File: config.mk
export PLATFORM = sky130hd
export DESIGN_NAME = uart_rx_fifo
export DESIGN_NICKNAME = d
export VERILOG_FILES = /design/src/rtl/uart_rx_fifo.sv
export SDC_FILE = /design/constraint.sdc
export NUM_CORES = 1
export LEC_CHECK = 0
export CELL_PAD_IN_SITES_DETAIL_PLACEMENT = 2
export CELL_PAD_IN_SITES_GLOBAL_PLACEMENT = 2
export CORE_AREA = 10 10 110 102
export CTS_CLUSTER_DIAMETER = 40
export DETAILED_ROUTE_END_ITERATION = 16
export DIE_AREA = 0 0 120 112
export GPL_TIMING_DRIVEN = 0
export PLACE_DENSITY = 0.85
export SETUP_SLACK_MARGIN = 0.05
export SYNTH_ARGS = -nofsm -noshare
export SYNTH_HDL_FRONTEND = slang
export SYNTH_SLANG_ARGS = --single-unit
File: constraint.sdc
create_clock -name clock -period 6.4 [get_ports clock]
set_input_delay 1.92 -clock clock [delete_from_list [all_inputs] [get_ports clock]]
set_output_delay 1.92 -clock clock [all_outputs]
set_load 0.01 [all_outputs]
File: src/rtl/uart_rx_fifo.sv
// uart_rx_fifo: UART line receiver with configurable framing and a
// first-word-fall-through receive FIFO.
//   clock, reset   : single clock domain, asynchronous active-high reset
//   rx             : serial line, idles high, asynchronous to clock
//   rd_en          : pops the FIFO head when valid
//   readdata/valid : FIFO head (0 when empty) and not-empty flag
//   count          : FIFO occupancy
//   done           : one-cycle pulse per completed frame
//   parity_err, frame_err, overrun : one-cycle error pulses aligned with done
module uart_rx_fifo #(
    parameter int unsigned CLKS_PER_BIT = 5208,
    parameter int unsigned DATA_BITS    = 8,
    parameter int unsigned PARITY       = 0,
    parameter int unsigned STOP_BITS    = 1,
    parameter int unsigned FIFO_DEPTH   = 4
) (
    input  logic                          clock,
    input  logic                          reset,
    input  logic                          rx,
    input  logic                          rd_en,
    output logic [DATA_BITS-1:0]          readdata,
    output logic                          valid,
    output logic [$clog2(FIFO_DEPTH):0]   count,
    output logic                          done,
    output logic                          parity_err,
    output logic                          frame_err,
    output logic                          overrun
);

    localparam int unsigned CNT_W = $clog2(CLKS_PER_BIT);
    localparam int unsigned HALF  = CLKS_PER_BIT / 2;
    localparam int unsigned AW    = $clog2(FIFO_DEPTH);
    localparam int unsigned CW    = AW + 1;
    localparam int unsigned BIT_W = 4;

    typedef enum logic [2:0] {
        ST_IDLE,
        ST_START,
        ST_DATA,
        ST_PAR,
        ST_STOP,
        ST_BREAK
    } state_t;

    state_t               state_q, state_d;
    logic [CNT_W-1:0]     cnt_q, cnt_d;
    logic [BIT_W-1:0]     bitn_q, bitn_d;
    logic [DATA_BITS-1:0] shreg_q, shreg_d;
    logic                 perr_q, perr_d;
    logic                 ferr_q, ferr_d;
    logic                 done_q, done_d;
    logic                 perr_pulse_q, perr_pulse_d;
    logic                 ferr_pulse_q, ferr_pulse_d;
    logic                 ovr_q, ovr_d;
    logic [AW-1:0]        wr_ptr_q, wr_ptr_d;
    logic [AW-1:0]        rd_ptr_q, rd_ptr_d;
    logic [CW-1:0]        count_q, count_d;
    logic [DATA_BITS-1:0] mem_q [FIFO_DEPTH];

    logic rx_meta_q, rx_s;
    logic tick, half_tick, pop, push, ferr_now;

    // Two-flop synchroniser; resets to the idle (high) line level
    always_ff @(posedge clock or posedge reset) begin
        if (reset) begin
            rx_meta_q <= 1'b1;
            rx_s      <= 1'b1;
        end else begin
            rx_meta_q <= rx;
            rx_s      <= rx_meta_q;
        end
    end

    assign tick      = (cnt_q == CNT_W'(CLKS_PER_BIT - 1));
    assign half_tick = (cnt_q == CNT_W'(HALF - 1));
    assign pop       = rd_en && (count_q != CW'(0));

    // Frame FSM: next state, sampling and end-of-frame decisions
    always_comb begin
        state_d      = state_q;
        cnt_d        = cnt_q + CNT_W'(1);
        bitn_d       = bitn_q;
        shreg_d      = shreg_q;
        perr_d       = perr_q;
        ferr_d       = ferr_q;
        done_d       = 1'b0;
        perr_pulse_d = 1'b0;
        ferr_pulse_d = 1'b0;
        ovr_d        = 1'b0;
        push         = 1'b0;
        ferr_now     = ferr_q | ~rx_s;

        case (state_q)
            ST_IDLE: begin
                cnt_d = '0;
                if (!rx_s) begin
                    state_d = ST_START;
                    bitn_d  = '0;
                    perr_d  = 1'b0;
                    ferr_d  = 1'b0;
                end
            end
            ST_START: begin
                if (half_tick) begin
                    cnt_d   = '0;
                    // A high line at mid-start means the edge was a glitch
                    state_d = rx_s ? ST_IDLE : ST_DATA;
                end
            end
            ST_DATA: begin
                if (tick) begin
                    cnt_d   = '0;
                    shreg_d = {rx_s, shreg_q[DATA_BITS-1:1]};
                    if (bitn_q == BIT_W'(DATA_BITS - 1)) begin
                        bitn_d  = '0;
                        state_d = (PARITY != 0) ? ST_PAR : ST_STOP;
                    end else begin
                        bitn_d = bitn_q + BIT_W'(1);
                    end
                end
            end
            ST_PAR: begin
                if (tick) begin
                    cnt_d   = '0;
                    // Even: data+parity must XOR to 0; odd: to 1
                    perr_d  = (^{shreg_q, rx_s}) ^ (PARITY == 1);
                    state_d = ST_STOP;
                end
            end
            ST_STOP: begin
                if (tick) begin
                    cnt_d  = '0;
                    ferr_d = ferr_now;
                    if (bitn_q == BIT_W'(STOP_BITS - 1)) begin
                        done_d = 1'b1;
                        if (ferr_now) begin
                            ferr_pulse_d = 1'b1;
                            state_d      = ST_BREAK;
                        end else if ((count_q == CW'(FIFO_DEPTH)) && !pop) begin
                            ovr_d   = 1'b1;
                            state_d = ST_IDLE;
                        end else begin
                            push         = 1'b1;
                            perr_pulse_d = perr_q;
                            state_d      = ST_IDLE;
                        end
                    end else begin
                        bitn_d = bitn_q + BIT_W'(1);
                    end
                end
            end
            ST_BREAK: begin
                cnt_d = '0;
                if (rx_s) begin
                    state_d = ST_IDLE;
                end
            end
            default: state_d = ST_IDLE;
        endcase
    end

    // FIFO pointer and occupancy update
    always_comb begin
        wr_ptr_d = push ? wr_ptr_q + AW'(1) : wr_ptr_q;
        rd_ptr_d = pop  ? rd_ptr_q + AW'(1) : rd_ptr_q;
        count_d  = count_q;
        case ({push, pop})
            2'b10:   count_d = count_q + CW'(1);
            2'b01:   count_d = count_q - CW'(1);
            default: count_d = count_q;
        endcase
    end

    always_ff @(posedge clock or posedge reset) begin
        if (reset) begin
            state_q      <= ST_IDLE;
            cnt_q        <= '0;
            bitn_q       <= '0;
            shreg_q      <= '0;
            perr_q       <= 1'b0;
            ferr_q       <= 1'b0;
            done_q       <= 1'b0;
            perr_pulse_q <= 1'b0;
            ferr_pulse_q <= 1'b0;
            ovr_q        <= 1'b0;
            wr_ptr_q     <= '0;
            rd_ptr_q     <= '0;
            count_q      <= '0;
        end else begin
            state_q      <= state_d;
            cnt_q        <= cnt_d;
            bitn_q       <= bitn_d;
            shreg_q      <= shreg_d;
            perr_q       <= perr_d;
            ferr_q       <= ferr_d;
            done_q       <= done_d;
            perr_pulse_q <= perr_pulse_d;
            ferr_pulse_q <= ferr_pulse_d;
            ovr_q        <= ovr_d;
            wr_ptr_q     <= wr_ptr_d;
            rd_ptr_q     <= rd_ptr_d;
            count_q      <= count_d;
        end
    end

    // Storage needs no reset: occupancy gates what is visible
    always_ff @(posedge clock) begin
        if (push) begin
            mem_q[wr_ptr_q] <= shreg_q;
        end
    end

    assign valid      = (count_q != CW'(0));
    assign readdata   = valid ? mem_q[rd_ptr_q] : '0;
    assign count      = count_q;
    assign done       = done_q;
    assign parity_err = perr_pulse_q;
    assign frame_err  = ferr_pulse_q;
    assign overrun    = ovr_q;

endmodule

==> reports/qor.csv <==
metric;value;unit
outcome;completed;
power.density;259;mW/mm2
numCtsBuffers;9;
grt_use_total;12.9;%
timing.critical_path.arrival;2570;ps
dp.final_hpwl;5770;um
diode_count;0;
cp_max_fo;10;
regArea;0.00204;mm2
rsz0062_at_grt;no;
postCtsResizedCells;0;
synthSimpleGateAreaFrac;17.0;%
slew_violations;0;
yosys-mux-area-fraction;8.30;%
critical-path-max-stage-delay;600;ps
cp_num_buf_inv;2;
die-area;0.0134;mm2
power.ir.vdd_worst;0.119;mV
report.power.total;0.00105;W
minimum_clock_period;4490;ps
avgViaCountPerCell;5.11;
grt_antenna_before_repair;0;
post_synthesis_sequential_area_ratio;58.1;%
yosys_register_bits;75;
die_height;112;um
clkSinkCount;75;
post_cts.repair.setup_buffers;0;
grt_pass1_wl;13800;um
htree_levels;3;
gate_family_responsible_for_the_most_delay_along_the_worst_path;buffers and inverters;
detail_route.wirelength;8170;um
synth_fa_ha_area_share;3.42;%
grt_max_degree;42;
clk_root_buffer_cell;clkbuf_8;
synthXorXnorAreaFrac;5.99;%
setup.worst_path.end_class;primary output;
wl_per_cell;19.1;um
clk_latency;350;ps
synthesis.nets;282;
cts.hold.buffers_added;0;
floorplan.rows;33;
route.antenna.remaining_nets;0;
io-pin-count;20;
hold_violations;0;
timing.final.setup_violations;0;
cp_data_required_time;4480;ps
avgSynthCellArea;13.1;um2
io_buffer_count;19;
synth.cell_area;0.00351;mm2
clkSlewWorstSetupHoldPaths;90;ps
drtIter0Drc;69;
nets;313;
synth_flop_cell;dfrtp_1;
fillerInstances;891;
min_period_over_period;70.1;%
final.setup.tns;0;ps
cts_buffer_depth;2;
timing.critical_path.from_type;flop;
tritoncts;yes;
area_of_the_multi_input_gates;0.00140;mm2
place_congestion;0.780;
drv.max_cap_violation_count;0;
globalRoute.totalOverflow;0;
count_of_warnings_emitted_by_yosys;0;
dominant_combinational_cell_family_by_area_after_synthesis;simple AND/OR/NAND/NOR gates;
hp-class;flop to flop;
stdcell_area;0.00407;mm2
slowest_stage;clkbuf_1;
clock.fmax;0.223;GHz
setup.worst_path.class;flop to primary output;
area_growth;15.8;%
synthArstFlopShare;57.3;%
count_of_flip_flops_with_a_built_in_enable_after_synthesis;32;
vias_in_the_first_global_route;2519;
clock_skew;17.4;ps
drtPass1Iterations;4;
drt_drc_violations_left;0;
relative_max_transition_margin;36.7;%
synth_cell_type_count;55;
route.vias.total;2181;
worst_pin_slew;942;ps
synthesis.instances;269;
initial_core_utilization;39.2;%
holdWs;360;ps
total_leakage_power;1.68;nW
placed_cell_area;0.00387;mm2
synth_compound_gate_area_share;5.09;%
mostFrequentLayoutCells;dfrtp_1, edfxtp_1, nor2_1, clkdlybuf4s50_1;
crit_path_cell_trace;clkbuf_1, mux4_2, and2_1, clkdlybuf4s50_1;
ff2ff_setup_slack;3110;ps
width_of_the_chip;120;um
drive_above_1_share;15.1;%
final_common_cell;dfrtp_1;
core;0.00896;mm2
sequential cells by signal, indices dropped and copies added (netlist names):
name,flops
rx_s,1
overrun,1
mem_q,32
perr_q,1
rd_ptr_q,2
wr_ptr_q,2
ferr_q,1
frame_err,1
parity_err,1
bitn_q,4
done,1
state_q,3
rx_meta_q,1
shreg_q,8
cnt_q,13
count,3
synth_stat cells, types with 3 or more instances:
master	n	share of area, %
a21o_1	4	0.86
and2_1	15	2.7
clkbuf_1	7	0.75
dfrtp_1	41	29
edfxtp_1	32	27
ha_1	8	2.9
inv_1	12	1.3
mux2_2	9	2.9
mux4_2	8	5.1
nand2_1	15	1.6
nand3_1	9	1.3
nor2_1	23	2.5
nor2b_1	4	0.71
nor3_1	4	0.57
nor4bb_1	3	0.86
o21ai_0	5	0.71
xnor2_1	15	3.7
xor2_1	9	2.2
power breakdown:
part	total [W]	internal (W)	switching, W
registers	0.000530	0.000517	0.0000136
logic	0.000153	0.0000731	0.0000800
clock network	0.000368	0.000181	0.000187
cells by family (layout without fill, tap and decap cells):
kind of cell,Yosys count,count (layout)
multiplexers,18,18
flip-flops,75,75
AND/OR/NAND/NOR,99,99
XOR/XNOR,24,24
adder cells (fa/ha/maj),9,9
AO/OA/AOI/OAI,24,24
buffers and inverters,20,56
layout make-up:
class	instances	area share [%]
inverter	12	1.11
multi-input combinational	174	34.3
tap	122	3.75
timing repair buffer	20	5.17
clock buffer	10	3.14
sequential	75	50.1
clock inverter	6	1.60
buffer	8	0.769
layer usage:
metal  GRT usage, %  part of all wire [%]
met1           15.4                    42
met2           22.8                    55
met3           3.23                   2.6
met4           2.89                  0.47
met5              0                     0
path summary, 6_finish.rpt:
check	startpoint	end	cells past startpoint
max	rd_ptr_q[0]	readdata[6]	4
min	rx_meta_q	rx_s	0
max reg2reg	rx_s	count[2]	11
min reg2reg	rx_meta_q	rx_s	0
max in group asynchronous	reset	rx_meta_q	3
min in group asynchronous	reset	shreg_q[0]	2
metrics by stage:
step | utilization (%) | std cells | setup WS [ps]
after floorplan | - | 269 | 2600
after global placement | 43.0 | 410 | 2020
after detailed placement | 43.2 | 411 | 1910
after CTS | 45.4 | 427 | 1830
after global routing | 45.4 | 427 | 1750
final | 45.4 | 427 | 1910
Note: power is estimated with default switching activity, not from simulation.
